File: src/rtl/serial_adder_ctrl.sv
// serial_adder_ctrl: bit-serial adder, one full-adder cell, LSB first, WIDTH edges per operation.
// Optional SERIAL_ADDER_SUB_EN adds a sub port for A-B (cout=1 means no borrow).
module serial_adder_ctrl #(
    parameter int WIDTH = 8
) (
    input  logic             clk,
    input  logic             rst,
    input  logic             start,
    input  logic [WIDTH-1:0] a,
    input  logic [WIDTH-1:0] b,
    input  logic             cin,
`ifdef SERIAL_ADDER_SUB_EN
    input  logic             sub,
`endif
    output logic             busy,
    output logic             done,
    output logic [WIDTH-1:0] sum,
    output logic             cout
);
    localparam int CW = (WIDTH > 1) ? $clog2(WIDTH) : 1;

    typedef enum logic [1:0] {IDLE, RUN, DONE} state_t;

    state_t           r_state;
    logic [WIDTH-1:0] r_a, r_b, r_sum;
    logic [CW-1:0]    r_cnt;
    logic             r_carry, r_cout, r_busy, r_done;
    logic             w_s, w_c, w_last, w_sub;

`ifdef SERIAL_ADDER_SUB_EN
    assign w_sub = sub;
`else
    assign w_sub = 1'b0;
`endif

    assign w_s    = r_a[0] ^ r_b[0] ^ r_carry;
    assign w_c    = (r_a[0] & r_b[0]) | (r_a[0] & r_carry) | (r_b[0] & r_carry);
    assign w_last = r_cnt == CW'(WIDTH - 1);

    always_ff @(posedge clk) begin
        if (rst) begin
            r_state <= IDLE;
            r_a     <= '0;
            r_b     <= '0;
            r_sum   <= '0;
            r_cnt   <= '0;
            r_carry <= 1'b0;
            r_cout  <= 1'b0;
            r_busy  <= 1'b0;
            r_done  <= 1'b0;
        end else begin
            case (r_state)
                IDLE: if (start) begin
                    r_state <= RUN;
                    r_a     <= a;
                    r_b     <= w_sub ? ~b : b;
                    r_carry <= w_sub | cin;
                    r_cnt   <= '0;
                    r_sum   <= '0;
                    r_cout  <= 1'b0;
                    r_busy  <= 1'b1;
                end
                RUN: begin
                    r_sum   <= {w_s, r_sum[WIDTH-1:1]};
                    r_a     <= r_a >> 1;
                    r_b     <= r_b >> 1;
                    r_carry <= w_c;
                    // counter parks on WIDTH-1 so it never wraps
                    if (w_last) begin
                        r_state <= DONE;
                        r_cout  <= w_c;
                        r_busy  <= 1'b0;
                        r_done  <= 1'b1;
                    end else begin
                        r_cnt <= r_cnt + 1'b1;
                    end
                end
                DONE: begin
                    r_state <= IDLE;
                    r_done  <= 1'b0;
                end
                default: r_state <= IDLE;
            endcase
        end
    end

    assign busy = r_busy;
    assign done = r_done;
    assign sum  = r_sum;
    assign cout = r_cout;
endmodule

File: config.mk
export PLATFORM = sky130hd
export DESIGN_NAME = serial_adder_ctrl
export DESIGN_NICKNAME = d
export VERILOG_FILES = /design/src/rtl/serial_adder_ctrl.sv
export SDC_FILE = /design/constraint.sdc
export NUM_CORES = 1
export LEC_CHECK = 0
export ABC_AREA = 0
export ABC_CLOCK_PERIOD_IN_PS = 1680
export CAP_MARGIN = 20
export CORE_MARGIN = 2
export CORE_UTILIZATION = 40
export DETAILED_ROUTE_END_ITERATION = 10
export GPL_ROUTABILITY_DRIVEN = 0
export PLACE_DENSITY = 0.68
export SLEW_MARGIN = 25
export SYNTH_ARGS = -nofsm -noshare
export SYNTH_HDL_FRONTEND = slang
export SYNTH_SLANG_ARGS = --single-unit
File: constraint.sdc
create_clock -name clk -period 1.68 [get_ports clk]
set_clock_uncertainty 0.2 [all_clocks]
set_input_delay 0.336 -clock clk [delete_from_list [all_inputs] [get_ports clk]]
set_output_delay 0.336 -clock clk [all_outputs]
set_load 0.03 [all_outputs]
==> metrics, run 1 <==
Num CTS Buffers=5; post-detailed-route via-to-cell ratio=5.161; overall overflow remaining after global route=0; post-placement setup slack=-195.3 ps; final setup margin=36.79 ps; post-synthesis net count=182; synth warn=0; Data required, critical path=1140 ps; CP endpoint kind=output port; DRT Wirelength=3067 um; Final ANT Viol Nets=0; # fillers=308; unrepaired setup endpoints after global routing=false; DRC marker count from the first detailed-route iteration=69; total track usage=17.05%; vertical die dimension=63.66 um; core area=3390 um^2; async set-reset flop share out of synthesis=0%; clock root buffer=sky130_fd_sc_hd__clkbuf_4; kind of cell adding the most delay to the critical path=flip-flops; library cells used by synthesis=28; final clock period utilization by the worst path=97.81%; vias in the first global route=1,186; half-perimeter wire length of the detailed placement result=2167 um; M1 GR Usage=20.18%; wire length of the first global-routing pass=5319 um; cell-by-cell trace of the critical path=clkdlybuf4s15_1; number of optimization iterations in the first detailed-route pass=4; critical path launch point type=flop; row count=21; tightest slew margin relative to the limit=72.88%; die area=4053 um^2; path type of the worst setup path=flop to output port; clock-pin slew on the worst setup and hold paths=100 ps; Final Setup Violations=0; worst-case reg-to-reg path depth=5; per-instance average area after synthesis=9.012 um^2; Port Buffers=30; Slew @ Worst Pin=406.0 ps; start point of the critical path=sum[7]$_SDFFE_PP0P_; clock power share=30.3%; origin of the critical flop-to-flop path=r_cnt[0]$_SDFFE_PP0P_; flip-flop and latch count after synthesis=33; Global Route met2 Usage=28.16%; Bufs and invs on worst path=1; Max Fanout on Critical Path=3; Reg power frac=51.4%; Main synth FF type=sky130_fd_sc_hd__dfxtp_1; reported max-cap violation count=0; clk_lat worst skew=340 ps; detailed-route wire length per cell=12.67 um; top-level port count=31; hold path startpoint=done$_SDFFE_PP0P_; internal portion of total power=1.228 mW; number of antenna violations at the first check in global routing=0; share of total power in combinational logic=18.3%; number of antenna diodes=0; final number of max-transition violations=0; Mapped Area=1424 um^2; clock buffer depth=2; Achievable Freq=608.6 MHz; hold path depth=2; worst hold slack across all endpoints=285.0 ps; Seq/Total Area, Yosys=46.40%; switching pwr=0.4313 mW; routing usage on met3=5.357%; worst hold-check path type=flop to flop; GRT Max-Usage Layer=met2; signed area change from the synthesized netlist to the final layout=34.71%; number of flops mapped to enable cells by yosys=0; layout cells sized above 1=14.80%; number of remaining DRC errors=0; total number of nets in the final design=219; Worst EP arrival=1110 ps; CTS tree=yes; Slowest Stage Delay on Critical Path=390 ps; Lkg Pwr=0.7808 nW; number of clock sinks=33; gate count of the mapped netlist=158; Initial Utilization=42.01%; via total after detailed routing=1,249; final worst path period need=1643 ps; width of the die=63.66 um; Pwr per Cell Area=865.1 nW/um^2; run status=completed; pin count of the biggest net entering global routing=20; number of hold violations in the final report=0; Critical Path Stages=1; peak supply drop=0.5770 mV; total number of H-tree levels=2; switch share=25.99%; Worst path slowest cell=sky130_fd_sc_hd__dfxtp_1
## stage by stage
step / std cells / setup TNS [ps] / cell area [um^2] / util, % / power [mW]
finish: 242 / 0 / 1918 / 56.59 / 1.659
global route: 242 / 0 / 1918 / 56.59 / 1.746
CTS: 241 / 0 / 1883 / 55.56 / 1.664
detailed placement: 233 / -3669 / 1818 / 53.64 / 1.163
global placement: 233 / -2654 / 1818 / 53.64 / 1.152
floorplan: 158 / 0 / 1424 / - / 1.045
## routing by layer
layer / part of all wire (%) / up-vias
met1: 46 / 578
met4: 1.9 / 0
met5: 0 / -
li1: - / 631
met3: 5.2 / 7
met2: 47 / 33
## final cells by class
cell class	instances	area (um^2)	area share (%)
Multi-Input combinational cell	108	670.6	34.96
Sequential cell	33	661.9	34.51
Timing Repair Buffer	43	442.9	23.09
Clock buffer	7	65.06	3.392
Tap cell	46	57.56	3.001
Inverter	4	15.01	0.7828
Clock inverter	1	5.005	0.2609
## power groups by stage
stage          logic [mW]  clock network, mW  registers [mW]
6_report            0.303              0.502           0.853
5_1_grt             0.333              0.554           0.860
4_1_cts             0.294              0.518           0.852
3_5_place_dp        0.292                  0           0.870
3_3_place_gp        0.284                  0           0.868
2_1_floorplan       0.174                  0           0.871
## final timing paths
kind | to | slack [ps]
worst max register to register | r_cnt[2]$_SDFFE_PP0P_ | 60
worst min register to register | done$_SDFFE_PP0P_ | 280
worst min-delay path | done$_SDFFE_PP0P_ | 280
worst max-delay path | sum[7] | 40
## what timing repair did
action | in CTS | in global routing
gates resized for setup | 14 | 8
buffers inserted | 0 | 1
pin swaps | 0 | 0
endpoints found under the hold margin | 0 | 0
setup endpoints to repair | 15 | 11
hold buffers | 0 | 0
## cells by family (layout without fill, tap and decap cells)
group	Yosys count	count (layout)	synth area share, %
and+or+nand+nor	54	54	17.66
AOI/OAI and AO/OA	50	50	24.43
buffers and inverters	17	55	7.468
adders and majority gates	4	4	4.043
DFF	33	33	46.40
## state kept, by name (all words and copies together) (netlist names)
name,flops
r_state,2
done,1
r_a,8
busy,1
r_cnt,3
r_b,8
sum,8
cout,1
r_carry,1
## synthesized netlist by cell type (3+ instances only)
library cell,instances,area (um^2)
sky130_fd_sc_hd__buf_4,5,37.54
sky130_fd_sc_hd__nand3_1,3,15.01
sky130_fd_sc_hd__a211oi_1,12,90.09
sky130_fd_sc_hd__nor2_1,23,86.33
sky130_fd_sc_hd__ha_1,3,37.54
sky130_fd_sc_hd__dfxtp_1,33,660.6
sky130_fd_sc_hd__inv_1,4,15.01
sky130_fd_sc_hd__nor3b_1,3,22.52
sky130_fd_sc_hd__buf_6,3,33.78
sky130_fd_sc_hd__a22oi_1,9,67.56
sky130_fd_sc_hd__clkbuf_1,4,15.01
sky130_fd_sc_hd__a21oi_1,20,100.1
sky130_fd_sc_hd__nand2_1,18,67.56
## tightest hold or removal path, stage by stage, from the launching register on
cell	delay (ps)
sky130_fd_sc_hd__dfxtp_1	320
sky130_fd_sc_hd__o21ai_0	70
sky130_fd_sc_hd__a21oi_1	60
## cell usage in the layout, fill, tap and decap left out, types with 4 or more instances in the layout
master                             n
sky130_fd_sc_hd__nand2_1          18
sky130_fd_sc_hd__inv_1             4
sky130_fd_sc_hd__buf_12            4
sky130_fd_sc_hd__nor2_1           23
sky130_fd_sc_hd__dfxtp_1          32
sky130_fd_sc_hd__a22oi_1           9
sky130_fd_sc_hd__clkdlybuf4s15_1   7
sky130_fd_sc_hd__buf_4             9
sky130_fd_sc_hd__clkdlybuf4s50_1  19
sky130_fd_sc_hd__clkbuf_4          5
sky130_fd_sc_hd__a21oi_1          20
sky130_fd_sc_hd__dlygate4sd2_1     4
sky130_fd_sc_hd__a211oi_1         12
No activity file was read; power rests on OpenSTA's default activity.
==> run 2: changes to the inputs <==
--- a/config.mk
+++ b/config.mk
@@ -8,7 +8,6 @@
 export ABC_AREA = 0
 export ABC_CLOCK_PERIOD_IN_PS = 1680
 export CAP_MARGIN = 20
-export CORE_MARGIN = 2
 export CORE_UTILIZATION = 40
 export DETAILED_ROUTE_END_ITERATION = 10
 export GPL_ROUTABILITY_DRIVEN = 0
==> run 2 against run 1 <==
Clock power is essentially flat. Worst setup slack gained 25 ps. Count of clock-buffer cells in the layout stayed put. Global-route usage is 1.5 points higher. Combinational power fell by 2%. Final area shrank 0.72%. Wire length grew 1.8%. Fmax is 1.5% higher. Die area fell by 6.2%. Via count fell by 1.4%. Worst hold slack gained 2.0 ps. Critical path type unchanged.
==> metrics, run 2 (synthesis gave the netlist of run 1 again) <==
vias in the first global route=1,178; commonest non-fill, non-tap cell in the layout=sky130_fd_sc_hd__dfxtp_1; number of clock sinks=33; Worst EP arrival=1080 ps; Sequential Area=661.9 um^2; number of antenna diodes=0; die area=3802 um^2; kind of cell adding the most delay to the critical path=buffers and inverters; Port Buffers=30; unrepaired setup endpoints after global routing=false; CP endpoint kind=output port; number of optimization iterations in the first detailed-route pass=4; Slowest Stage Delay on Critical Path=380 ps; top library cells by usage in the layout, fill and taps aside=sky130_fd_sc_hd__dfxtp_1 (32), sky130_fd_sc_hd__nor2_1 (23), sky130_fd_sc_hd__a21oi_1 (20); CTS tree=yes; clk_lat worst skew=330 ps; peak supply drop=0.4779 mV; final worst path period need=1619 ps; core area=3363 um^2; signed area change from the synthesized netlist to the final layout=33.74%; CTS resizes=13; internal portion of total power=1.223 mW; run status=completed; tightest slew margin relative to the limit=72.47%; clock power share=30.5%; DRC marker count from the first detailed-route iteration=31; layout cells sized above 1=14.95%; Reg power frac=51.5%; via total after detailed routing=1,232; number of hold violations in the final report=0; Final ANT Viol Nets=0; Slew @ Worst Pin=412.0 ps; overall overflow remaining after global route=0; post-placement setup slack=-181.0 ps; half-perimeter wire length of the detailed placement result=2222 um; number of remaining DRC errors=0; Final Setup Violations=0; combined area of the multi-input logic cells=673.1 um^2; path type of the worst setup path=flop to output port; DRT Wirelength=3122 um; Lkg Pwr=0.7567 nW; Worst path slowest cell=sky130_fd_sc_hd__clkdlybuf4s15_1; clock root buffer=sky130_fd_sc_hd__clkbuf_4; total number of H-tree levels=2; vertical die dimension=61.66 um; Max Fanout on Critical Path=3; Num CTS Buffers=5; pin count of the biggest net entering global routing=23; width of the die=61.66 um; total track usage=18.57%; final setup margin=61.49 ps; post-detailed-route via-to-cell ratio=5.133; post-CTS setup-driven buffer insertion count=0; worst hold slack across all endpoints=287.0 ps; Achievable Freq=617.9 MHz; share of total power in combinational logic=18.0%; top-level port count=31; total of hold buffers inserted after clock tree synthesis=0; final number of max-transition violations=0; clock-pin slew on the worst setup and hold paths=100 ps; Initial Utilization=42.34%; cell-by-cell trace of the critical path=clkdlybuf4s15_1; Pwr per Cell Area=868.7 nW/um^2; Data required, critical path=1140 ps; wire length of the first global-routing pass=5092 um; Critical Path Stages=1; row count=21; final clock period utilization by the worst path=96.34%; switch share=26.05%; detailed-route wire length per cell=13.01 um; critical path launch point type=flop; # fillers=349; reported max-cap violation count=0; switching pwr=0.4310 mW; worst-case reg-to-reg path depth=5; clock buffer depth=2; hold path depth=2; total number of nets in the final design=217; Bufs and invs on worst path=1; number of antenna violations at the first check in global routing=0; worst hold-check path type=flop to flop
==> run 2: cell type report <==
type	instances	area share, %
clock buffers	7	3.417
clock inverters	1	0.2628
inverters	4	0.7884
multi-input cells	108	35.35
flip-flops and latches	33	34.76
well taps	46	3.022
repair buffers	41	22.40
==> run 2: power groups by stage <==
stage / sequential (mW) / clock (mW) / combinational, mW
2_1_floorplan: 0.871 / 0 / 0.174
5_1_grt: 0.857 / 0.568 / 0.327
4_1_cts: 0.851 / 0.519 / 0.296
6_report: 0.852 / 0.505 / 0.297
3_3_place_gp: 0.868 / 0 / 0.290
3_5_place_dp: 0.870 / 0 / 0.294
==> run 2: worst paths after layout <==
path	startpoint	end	slack (ps)
min	done$_SDFFE_PP0P_	done$_SDFFE_PP0P_	290
max	sum[7]$_SDFFE_PP0P_	sum[7]	60
min reg2reg	done$_SDFFE_PP0P_	done$_SDFFE_PP0P_	290
max reg2reg	r_cnt[0]$_SDFFE_PP0P_	r_cnt[2]$_SDFFE_PP0P_	60
==> run 2: through the flow <==
step / util (%) / std cells / area [um^2] / power, mW / setup TNS [ps]
2_1_floorplan: - / 158 / 1424 / 1.045 / 0
3_3_place_gp: 54.20 / 232 / 1823 / 1.157 / -2904
3_5_place_dp: 54.20 / 232 / 1823 / 1.164 / -3537
4_1_cts: 56.10 / 240 / 1887 / 1.666 / 0
5_1_grt: 56.62 / 240 / 1904 / 1.752 / 0
6_report: 56.62 / 240 / 1904 / 1.654 / 0
==> run 2: layer usage <==
layer	GRT usage [%]	up-vias	part of all wire [%]
met1	22.27	571	44
met2	31.18	32	50
met3	5.882	7	4.8
met5	0	-	0
met4	6.667	0	1.5
li1	-	622	-
==> run 3: changes to the inputs <==
--- a/config.mk
+++ b/config.mk
@@ -9,6 +9,7 @@
 export ABC_CLOCK_PERIOD_IN_PS = 1680
 export CAP_MARGIN = 20
 export CORE_UTILIZATION = 40
+export CTS_BUF_LIST = sky130_fd_sc_hd__clkbuf_4
 export DETAILED_ROUTE_END_ITERATION = 10
 export GPL_ROUTABILITY_DRIVEN = 0
 export PLACE_DENSITY = 0.68
==> run 3 against run 2 <==
Sequential share of layout area increased by 0.39 points. Highest routed layer unchanged. Clock power decreased by 18%. Sequential cell count unchanged. Critical endpoint is now r_cnt[2]$_SDFFE_PP0P_.
==> metrics, run 3 (synthesis gave the netlist of run 1 again) <==
origin of the critical flop-to-flop path=r_cnt[0]$_SDFFE_PP0P_; core area=3363 um^2; final non-filler cell area=1883 um^2; Placed Area=1823 um^2; width of the die=61.66 um; clk_lat worst skew=330 ps; total number of nets in the final design=217; Reg-to-Reg End=r_cnt[2]$_SDFFE_PP0P_; Max Fanout on Critical Path=4; CP endpoint kind=flop; critical path launch point type=flop; pin count of the biggest net entering global routing=23; layout cells sized above 1=13.92%; Hold EP=done$_SDFFE_PP0P_; total number of H-tree levels=2; final setup margin=59.27 ps; Pwr per Cell Area=830.2 nW/um^2; routing usage on met3=5.882%; vertical die dimension=61.66 um; commonest non-fill, non-tap cell in the layout=sky130_fd_sc_hd__dfxtp_1; peak supply drop=0.4283 mV; run status=completed; DRC marker count from the first detailed-route iteration=32; Achievable Freq=617.0 MHz; Final ANT Viol Nets=0; CTS tree=yes; half-perimeter wire length of the detailed placement result=2222 um; Data required, critical path=1710 ps; number of clock sinks=33; clock buffer depth=2; number of remaining DRC errors=0; Worst EP arrival=1650 ps; clock-pin slew on the worst setup and hold paths=100 ps; final worst path period need=1621 ps; number of optimization iterations in the first detailed-route pass=4; Global Route met2 Usage=31.49%; clock root buffer=sky130_fd_sc_hd__clkbuf_4; hold path depth=2; Initial Utilization=42.34%; final clock period utilization by the worst path=96.47%; via total after detailed routing=1,232; final standard cell utilization of the core=55.99%; post-placement setup slack=-181.0 ps; final number of max-transition violations=0; power after layout=1.563 mW; number of hold violations in the final report=0; Num CTS Buffers=5; worst-case reg-to-reg path depth=5; number of antenna diodes=0; post-detailed-route via-to-cell ratio=5.133; signed area change from the synthesized netlist to the final layout=32.25%; die area=3802 um^2; Worst path slowest cell=sky130_fd_sc_hd__or3b_4; cell-by-cell trace of the critical path=ha_1, ha_2, or3b_4, nand3_1, a21oi_1; worst hold-check path type=flop to flop; row count=21; wire length of the first global-routing pass=5126 um; Slowest Stage Delay on Critical Path=400 ps; number of antenna violations at the first check in global routing=0; detailed-route wire length per cell=13.04 um; top-level port count=31; unrepaired setup endpoints after global routing=false; total of hold buffers inserted after clock tree synthesis=0; GRT Max-Usage Layer=met2; DRT Wirelength=3130 um; Port Buffers=30; Slew @ Worst Pin=433.5 ps; M1 GR Usage=22.27%; post-CTS setup-driven buffer insertion count=0; path type of the worst setup path=flop to flop; hold path startpoint=done$_SDFFE_PP0P_; top library cells by usage in the layout, fill and taps aside=sky130_fd_sc_hd__dfxtp_1 (32), sky130_fd_sc_hd__nor2_1 (23), sky130_fd_sc_hd__a21oi_1 (20); Lkg Pwr=0.7491 nW; total track usage=18.65%; tightest slew margin relative to the limit=71.04%; Final Setup Violations=0; vias in the first global route=1,189; setup slack of the worst register-to-register path=60 ps; accumulated negative setup slack=0 ps; overall overflow remaining after global route=0; reported max-cap violation count=0
==> run 3: cell type report <==
class                      instances  area [um^2]
tap                               46        57.56
timing repair buffer              41        425.4
sequential                        33        661.9
clock inverter                     3        12.51
clock buffer                       5        37.54
fill                             354         1480
inverter                           4        15.01
multi-input combinational        108        673.1
==> run 3: worst max-delay path by stage <==
| stage | from | endpoint | slack, ps | cells after the start |
|---|---|---|---|---|
| 2_1_floorplan | r_cnt[0]$_SDFFE_PP0P_ | r_cnt[1]$_SDFFE_PP0P_ | 20 | 5 |
| 3_3_place_gp | start | r_b[0]$_SDFFE_PP0P_ | -150 | 6 |
| 3_5_place_dp | start | r_a[4]$_SDFFE_PP0P_ | -180 | 6 |
| 4_1_cts | sum[7]$_SDFFE_PP0P_ | sum[7] | 20 | 1 |
| 5_1_grt | sum[3]$_SDFFE_PP0P_ | sum[3] | 2 | 1 |
| 6_report | r_cnt[0]$_SDFFE_PP0P_ | r_cnt[2]$_SDFFE_PP0P_ | 60 | 5 |
==> run 3: where the power goes <==
part	internal (mW)	total, mW	switching [mW]	leakage (nW)
Combinational	0.153	0.297	0.144	0.448
Sequential	0.828	0.853	0.0249	0.271
Clock	0.151	0.414	0.262	0.0300
Total	1.13	1.56	0.431	0.749
==> run 3: through the flow <==
stage	instances	hold WS, ps
global placement	232	259.6
detailed placement	232	273.0
global route	240	321.2
finish	240	288.5
floorplan	158	251.6
CTS	240	289.1
==> run 3: critical path: cells and delay by family (launching register included) <==
kind,cells,cell delay [ps]
AOI/OAI and AO/OA,1,70
adders and majority gates,2,410
DFF,1,340
and+or+nand+nor,2,510
==> run 3: what timing repair did <==
action	4_1_cts	5_1_grt
gates cloned	0	0
resized for setup	13	13
endpoints found under the setup margin	14	18
==> run 3: metal layers <==
| layer | up-vias | wire length (um) |
|---|---|---|
| met1 | 575 | 1377 |
| met5 | - | 0 |
| li1 | 621 | - |
| met2 | 29 | 1562 |
| met3 | 7 | 142 |
| met4 | 0 | 48 |
